==> src/rtl/jk_pulse_gen_pkg.sv <==
`default_nettype none
// ============================================================================
// Module      : jk_pulse_pkg
// Description : Shared types and constants for the JK pulse generator:
//               debounce FSM state encoding and default qualification length.
// Revision    : 1.0 - initial release
// ============================================================================
package jk_pulse_pkg;

    // Five states do not fit in two bits, so the encoding is three bits wide.
    typedef enum logic [2:0] {
        IDLE         = 3'd0,
        WAIT_PRESS   = 3'd1,
        PRESSED      = 3'd2,
        HELD         = 3'd3,
        WAIT_RELEASE = 3'd4
    } btn_state_e;

    // 10 ms at 100 MHz.
    localparam int DEFAULT_DEBOUNCE = 1_000_000;

    // The only state that emits a pulse; keeping the decode here makes the
    // Moore output obvious wherever a channel is built.
    function automatic logic is_pulse_state(input btn_state_e s);
        return (s == PRESSED);
    endfunction

endpackage
`default_nettype wire

==> src/rtl/jk_pulse_gen_if.sv <==
`default_nettype none
// ============================================================================
// Module      : jk_pulse_gen_if
// Description : Button inputs and J/K pulse outputs of the JK pulse generator.
//               The master side drives the buttons and observes J/K; the
//               slave side is the pulse generator itself.
// Revision    : 1.0 - initial release
// ============================================================================
interface jk_pulse_gen_if;

    logic btn_set;   // raw, asynchronous, active-high: requests J
    logic btn_clr;   // raw, asynchronous, active-high: requests K
    logic J;         // one-cycle set pulse
    logic K;         // one-cycle clear pulse

    modport master (
        output btn_set,
        output btn_clr,
        input  J,
        input  K
    );

    modport slave (
        input  btn_set,
        input  btn_clr,
        output J,
        output K
    );

endinterface
`default_nettype wire

==> src/rtl/jk_pulse_gen_debounce.sv <==
`default_nettype none
// ============================================================================
// Module      : btn_debounce_pulse
// Description : One button channel: 2-flop synchronizer, qualification
//               counter and a press/release FSM that emits a single
//               one-cycle pulse per accepted press.
// Revision    : 1.0 - initial release
// ============================================================================
module btn_debounce_pulse
    import jk_pulse_pkg::*;
#(
    parameter int DEBOUNCE_CYCLES = DEFAULT_DEBOUNCE
) (
    input  wire logic clk,
    input  wire logic rst,
    input  wire logic btn,
    output logic      pulse
);

    // Derived only; wide enough to hold DEBOUNCE_CYCLES-1.
    localparam int              CNT_W    = $clog2(DEBOUNCE_CYCLES);
    localparam logic [CNT_W-1:0] CNT_LAST = CNT_W'(DEBOUNCE_CYCLES - 1);

    logic             s1_q;
    logic             s2_q;
    logic [CNT_W-1:0] cnt_q;
    logic [CNT_W-1:0] cnt_d;
    btn_state_e       state_q;
    btn_state_e       state_d;

    // Two-flop synchronizer for the asynchronous button.
    always_ff @(posedge clk) begin
        if (rst) begin
            s1_q <= 1'b0;
            s2_q <= 1'b0;
        end else begin
            s1_q <= btn;
            s2_q <= s1_q;
        end
    end

    // State and qualification counter registers.
    always_ff @(posedge clk) begin
        if (rst) begin
            state_q <= IDLE;
            cnt_q   <= '0;
        end else begin
            state_q <= state_d;
            cnt_q   <= cnt_d;
        end
    end

    // Next state and counter. The counter is compared before it increments
    // and is zero on every state change, so it can never wrap.
    always_comb begin
        state_d = state_q;
        cnt_d   = '0;
        unique case (state_q)
            IDLE: begin
                if (s2_q) begin
                    state_d = WAIT_PRESS;
                end
            end
            WAIT_PRESS: begin
                if (!s2_q) begin
                    // Bounce: start qualification over.
                    state_d = IDLE;
                end else if (cnt_q == CNT_LAST) begin
                    state_d = PRESSED;
                end else begin
                    cnt_d = cnt_q + CNT_W'(1);
                end
            end
            PRESSED: begin
                // Single pulse cycle, whatever the button does now.
                state_d = HELD;
            end
            HELD: begin
                if (!s2_q) begin
                    state_d = WAIT_RELEASE;
                end
            end
            WAIT_RELEASE: begin
                if (s2_q) begin
                    // Release bounce: still held, no new pulse.
                    state_d = HELD;
                end else if (cnt_q == CNT_LAST) begin
                    state_d = IDLE;
                end else begin
                    cnt_d = cnt_q + CNT_W'(1);
                end
            end
            default: begin
                state_d = IDLE;
            end
        endcase
    end

    // Moore output decoded from registered state: glitch-free.
    always_comb begin
        pulse = is_pulse_state(state_q);
    end

endmodule
`default_nettype wire

==> src/rtl/jk_pulse_gen.sv <==
`default_nettype none
// ============================================================================
// Module      : jk_pulse_gen
// Description : Debounced single-cycle J/K pulse generator. Two independent
//               button channels; when both pulse in the same cycle the set
//               pulse wins and the clear pulse is dropped.
// Revision    : 1.0 - initial release
// ============================================================================
module jk_pulse_gen
    import jk_pulse_pkg::*;
#(
    parameter int DEBOUNCE_CYCLES = DEFAULT_DEBOUNCE
) (
    input  wire logic     clk,
    input  wire logic     rst,
    jk_pulse_gen_if.slave bus
);

    logic p_set;
    logic p_clr;

    btn_debounce_pulse #(
        .DEBOUNCE_CYCLES (DEBOUNCE_CYCLES)
    ) u_set (
        .clk   (clk),
        .rst   (rst),
        .btn   (bus.btn_set),
        .pulse (p_set)
    );

    btn_debounce_pulse #(
        .DEBOUNCE_CYCLES (DEBOUNCE_CYCLES)
    ) u_clr (
        .clk   (clk),
        .rst   (rst),
        .btn   (bus.btn_clr),
        .pulse (p_clr)
    );

    // Set priority: a coincident clear pulse is discarded, not deferred.
    always_comb begin
        bus.J = p_set;
        bus.K = p_clr & ~p_set;
    end

endmodule
`default_nettype wire

==> src/flat_wrapper.sv <==
// flat-port wrapper written by rule: the top's interface ports become plain ports
module jk_pulse_gen_flat import jk_pulse_pkg::*;
#(
    parameter int DEBOUNCE_CYCLES = DEFAULT_DEBOUNCE
)
  (clk, rst, bus_btn_set, bus_btn_clr, bus_J, bus_K);
  jk_pulse_gen_if bus_i ();
  input  wire logic clk;
  input  wire logic rst;
  input wire logic [$bits(bus_i.btn_set)-1:0] bus_btn_set;
  input wire logic [$bits(bus_i.btn_clr)-1:0] bus_btn_clr;
  output wire logic [$bits(bus_i.J)-1:0] bus_J;
  output wire logic [$bits(bus_i.K)-1:0] bus_K;
  assign bus_i.btn_set = bus_btn_set;
  assign bus_i.btn_clr = bus_btn_clr;
  assign bus_J = bus_i.J;
  assign bus_K = bus_i.K;
  jk_pulse_gen #(.DEBOUNCE_CYCLES(DEBOUNCE_CYCLES)) u_core (.clk(clk), .rst(rst), .bus(bus_i));
endmodule
==> config.mk <==
export PLATFORM = sky130hd
export DESIGN_NAME = jk_pulse_gen_flat
export DESIGN_NICKNAME = d
export VERILOG_FILES = /design/src/rtl/jk_pulse_gen_pkg.sv /design/src/rtl/jk_pulse_gen_if.sv /design/src/rtl/jk_pulse_gen_debounce.sv /design/src/rtl/jk_pulse_gen.sv /design/src/flat_wrapper.sv
export SDC_FILE = /design/constraint.sdc
export NUM_CORES = 1
export LEC_CHECK = 0
export ABC_AREA = 1
export ABC_CLOCK_PERIOD_IN_PS = 2860
export BUFFER_PORTS_ARGS = -buffer_cell sky130_fd_sc_hd__buf_2
export CORE_UTILIZATION = 58
export CTS_BUF_LIST = sky130_fd_sc_hd__clkbuf_16
export DETAILED_ROUTE_END_ITERATION = 10
export PLACE_DENSITY = 0.75
export SLEW_MARGIN = 20
export SYNTH_ARGS = -nofsm -noshare
export SYNTH_HDL_FRONTEND = slang
export SYNTH_SLANG_ARGS = --single-unit
==> constraint.sdc <==
create_clock -name clk -period 2.86 [get_ports clk]
set_clock_uncertainty 0.05 [all_clocks]
set_input_delay 0 -clock clk [delete_from_list [all_inputs] [get_ports clk]]
set_output_delay 0 -clock clk [all_outputs]
set_load 0.005 [all_outputs]
==> results by group <==
Routing
  – Antenna Nets Post-Route: 0
  – DRT iter0 DRCs: 116
  – Routed vias: ~2,300
  – DRC: 0
  – Via density per instance: 5.162
  – Total Wirelength: 4.845 mm
  – DR WL/cell: 11.09 µm
  – Drt pass-1 iters: 4

Die
  – Rows: 23
  – Ports: 6
  – Die height: 68.55 µm
  – Die width: 68.55 µm
  – Starting Density: 62.42%
  – Core area: between 4000 and 5000 µm²
  – Die area: around 4700 µm²

STA
  – Hold Vio Cnt, Final: 0
  – Endpoints failing setup: 0
  – RSZ-0062 raised after global routing: no
  – Relative slew slack: 70.97%
  – Slew @ Worst Pin: 0.4338 ns
  – Setup Total Neg Slack: 0 ns
  – Final Slew Violations: 0
  – Min Tclk post-route: 1.792 ns
  – Final worst-path cycle share: 62.65%
  – Max Freq: 558.1 MHz

Placed design
  – Placed Instances: 425
  – PortBufs: 5
  – Final GP Congestion: 0.8055
  – DPL Wire Length: 3.504 mm

Yosys
  – Asr flop ratio synth: 0%
  – Cell area after synthesis: ~2600 µm²
  – Syn Area/Cell: ~7 µm²
  – List of most frequent post-synthesis cells: nor2_1 (85), nand2_1 (65), dfxtp_1 (50)
  – Post-Synth Simple-Gate Area: 39.70%
  – XOR/XNOR share of the synthesized area: about 7.8%
  – Synth Area in Adders: 0.9742%
  – Post-synthesis mux area share: 0%
  – Mapped Nets: approximately 380
  – Count leader, synth: nor2_1
  – Synth unique cells: 31
  – Synth warn: 0
  – Synth area leaders: dfxtp_1 (39%), nor2_1 (12%), nand2_1 (9.5%), nand3_1 (7.0%), inv_1 (7.0%)
  – Seq/Total Area, Yosys: 38.97%
  – Synth area leader: dfxtp_1
  – Top-area cell type share of the netlist area: 38.97%
  – Number of synthesized flops with an enable pin: 0
  – Synth Flop Type: dfxtp_1
  – Largest family of logic cells by synthesized area: simple AND/OR/NAND/NOR gates
  – Synth Area in Compound Gates: 3.897%
  – Syn Inst Count: approximately 370
  – Synth Register Bits: 50

CTS
  – Max clock buf depth: 2
  – CTS Hold Buffers Added: 5
  – Setup bufs post-CTS: 0
  – CTS Buf Count: 5
  – Later-pin clock latency in the skew report: 0.29 ns
  – PostCTS Resize Cnt: 0
  – Clock slew at reported path FFs: 0.06 ns
  – H-tree Lvls: 2
  – TritonCTS clock tree: built
  – CTS sink cnt: 50
  – CTS root buffer: clkbuf_16

Finish
  – Net count, final: 393
  – Fraction of layout cells with a size suffix above 1: 8.269%
  – Area Overhead vs Synth: 9.450%
  – Non-filler cells in the finished layout: 437
  – Antenna cells: 0
  – Final Core Density: 68.32%

Worst setup path
  – CP required: 2.98 ns
  – CP Launch Type: flop
  – Worst Setup End Kind: flop
  – CP peak stage delay: 0.36 ns
  – Crit-path slowest cell: dfxtp_1
  – Path type of the worst setup path: reg -> reg
  – WP data arrival: 1.91 ns
  – Cells along the critical path: ha_1, inv_1, nor3_4, nand3_1, nand2_2, nor2_2, inv_4, nor2_1
  – Worst-path fanout max: 18

Power and ir drop
  – Clock network power share: 34.7%
  – Leakage power: 1.028 nW
  – Peak VDD IR: 0.3566 mV
  – Combinational power share: 16.9%
  – Sequential share of power: 48.4%
  – Internal: 1.159 mW
  – Switch Pwr: 0.4413 mW
  – Switching share of power: 27.58%
  – PwrDens: roughly 570 nW/µm²

GRT
  – Initial antenna violation count: 0
  – First-pass GRT wire length: slightly below 8 mm
  – Gr ovfl total: 0
  – Largest net degree at the start of global routing: 19
  – Via count of the first global-routing pass: around 1,900
  – Gr usage total: about 23%

Outcome
  – Run status: complete, no violations

Worst hold path
  – Worst Hold Class: reg -> reg

Flow run
  – Max-cap check violation count: 0
-- layout make-up --
cell class                 count  area (µm²)
multi-input combinational    270        1346
fill                         381        1304
sequential                    50        1001
inverter                      50       190.2
clock buffer                   5       125.1
timing repair buffer          10       75.07
tap                           50       62.56
clock inverter                 2       11.26
-- placed cells by master, fill, tap and decap left out, types with 2 or more instances in the layout --
cell and instances:
nand2_1 65, nor3_1 10, ha_1 2, buf_2 5, nand4_1 7, nor3_2 2, clkbuf_16 5, o21ai_0 4
a21oi_1 8, nor2_1 85, nor2_2 11, inv_1 49, dfxtp_1 50, o21a_1 2, nor3b_1 4, nand3_1 36
dlygate4sd3_1 5, xor2_1 13, o21ai_1 2, xnor2_1 10
-- stage by stage --
stage | worst slack, ns | total power, mW | instance area [µm²] | hold slack [ns]
3_5_place_dp | 1.132 | 1.045 | 2625 | 0.1598
2_1_floorplan | 1.320 | 0.9864 | 2569 | 0.05697
6_report | 1.068 | 1.600 | 2811 | 0.3577
3_3_place_gp | 1.175 | 1.034 | 2625 | 0.1494
4_1_cts | 1.069 | 1.608 | 2811 | 0.3600
5_1_grt | 0.9744 | 1.672 | 2811 | 0.3682
-- state kept, by name, indices dropped and copies added, names as in the netlist --
signal,cells
u_core.u_clr.cnt_q,20
u_core.u_clr.s1_q,1
u_core.u_clr.s2_q,1
u_core.u_clr.state_q,3
u_core.u_set.cnt_q,20
u_core.u_set.s1_q,1
u_core.u_set.s2_q,1
u_core.u_set.state_q,3
-- layer usage --
layer  routed length (µm)  global-route usage (%)  up-vias  part of all wire (%)
met5                    0                       0        -                     0
met1                 2255                   25.15     1029                    47
met2                 2419                   41.54       24                    50
met3                  118                   4.934        5                   2.4
met4                   52                   8.073        0                   1.1
li1                     -                       -     1198                     -
-- worst max-delay path, delay by kind of cell, from the launching register on --
kind                       cells  cell delay (ns)
DFF                            1             0.36
and+or+nand+nor                5             0.65
adders and majority gates      1             0.27
buffers and inverters          2             0.32
-- power groups by stage --
stage	combinational [mW]	sequential (mW)	clock, mW
global placement	0.249	0.784	0
finish	0.270	0.775	0.555
floorplan	0.210	0.776	0
CTS	0.266	0.772	0.569
detailed placement	0.257	0.787	0
global route	0.305	0.779	0.588
-- cell families (layout without fill, tap and decap cells) --
group,Yosys count,after routing
AOI/OAI and AO/OA,18,18
xor gates and xnor gates,23,23
adders and majority gates,2,2
buffers and inverters,53,67
DFF,50,50
and+or+nand+nor,227,227
-- path summary, 6_finish.rpt --
check / slack, ns / cells after the start / from / endpoint
max: 1.07 / 8 / u_core.u_set.cnt_q[0] / u_core.u_set.cnt_q[13]
min: 0.36 / 2 / u_core.u_set.s1_q / u_core.u_set.s2_q
max reg2reg: 1.07 / 8 / u_core.u_set.cnt_q[0] / u_core.u_set.cnt_q[13]
min reg2reg: 0.36 / 2 / u_core.u_set.s1_q / u_core.u_set.s2_q
Note: power is estimated with default switching activity, not from simulation.
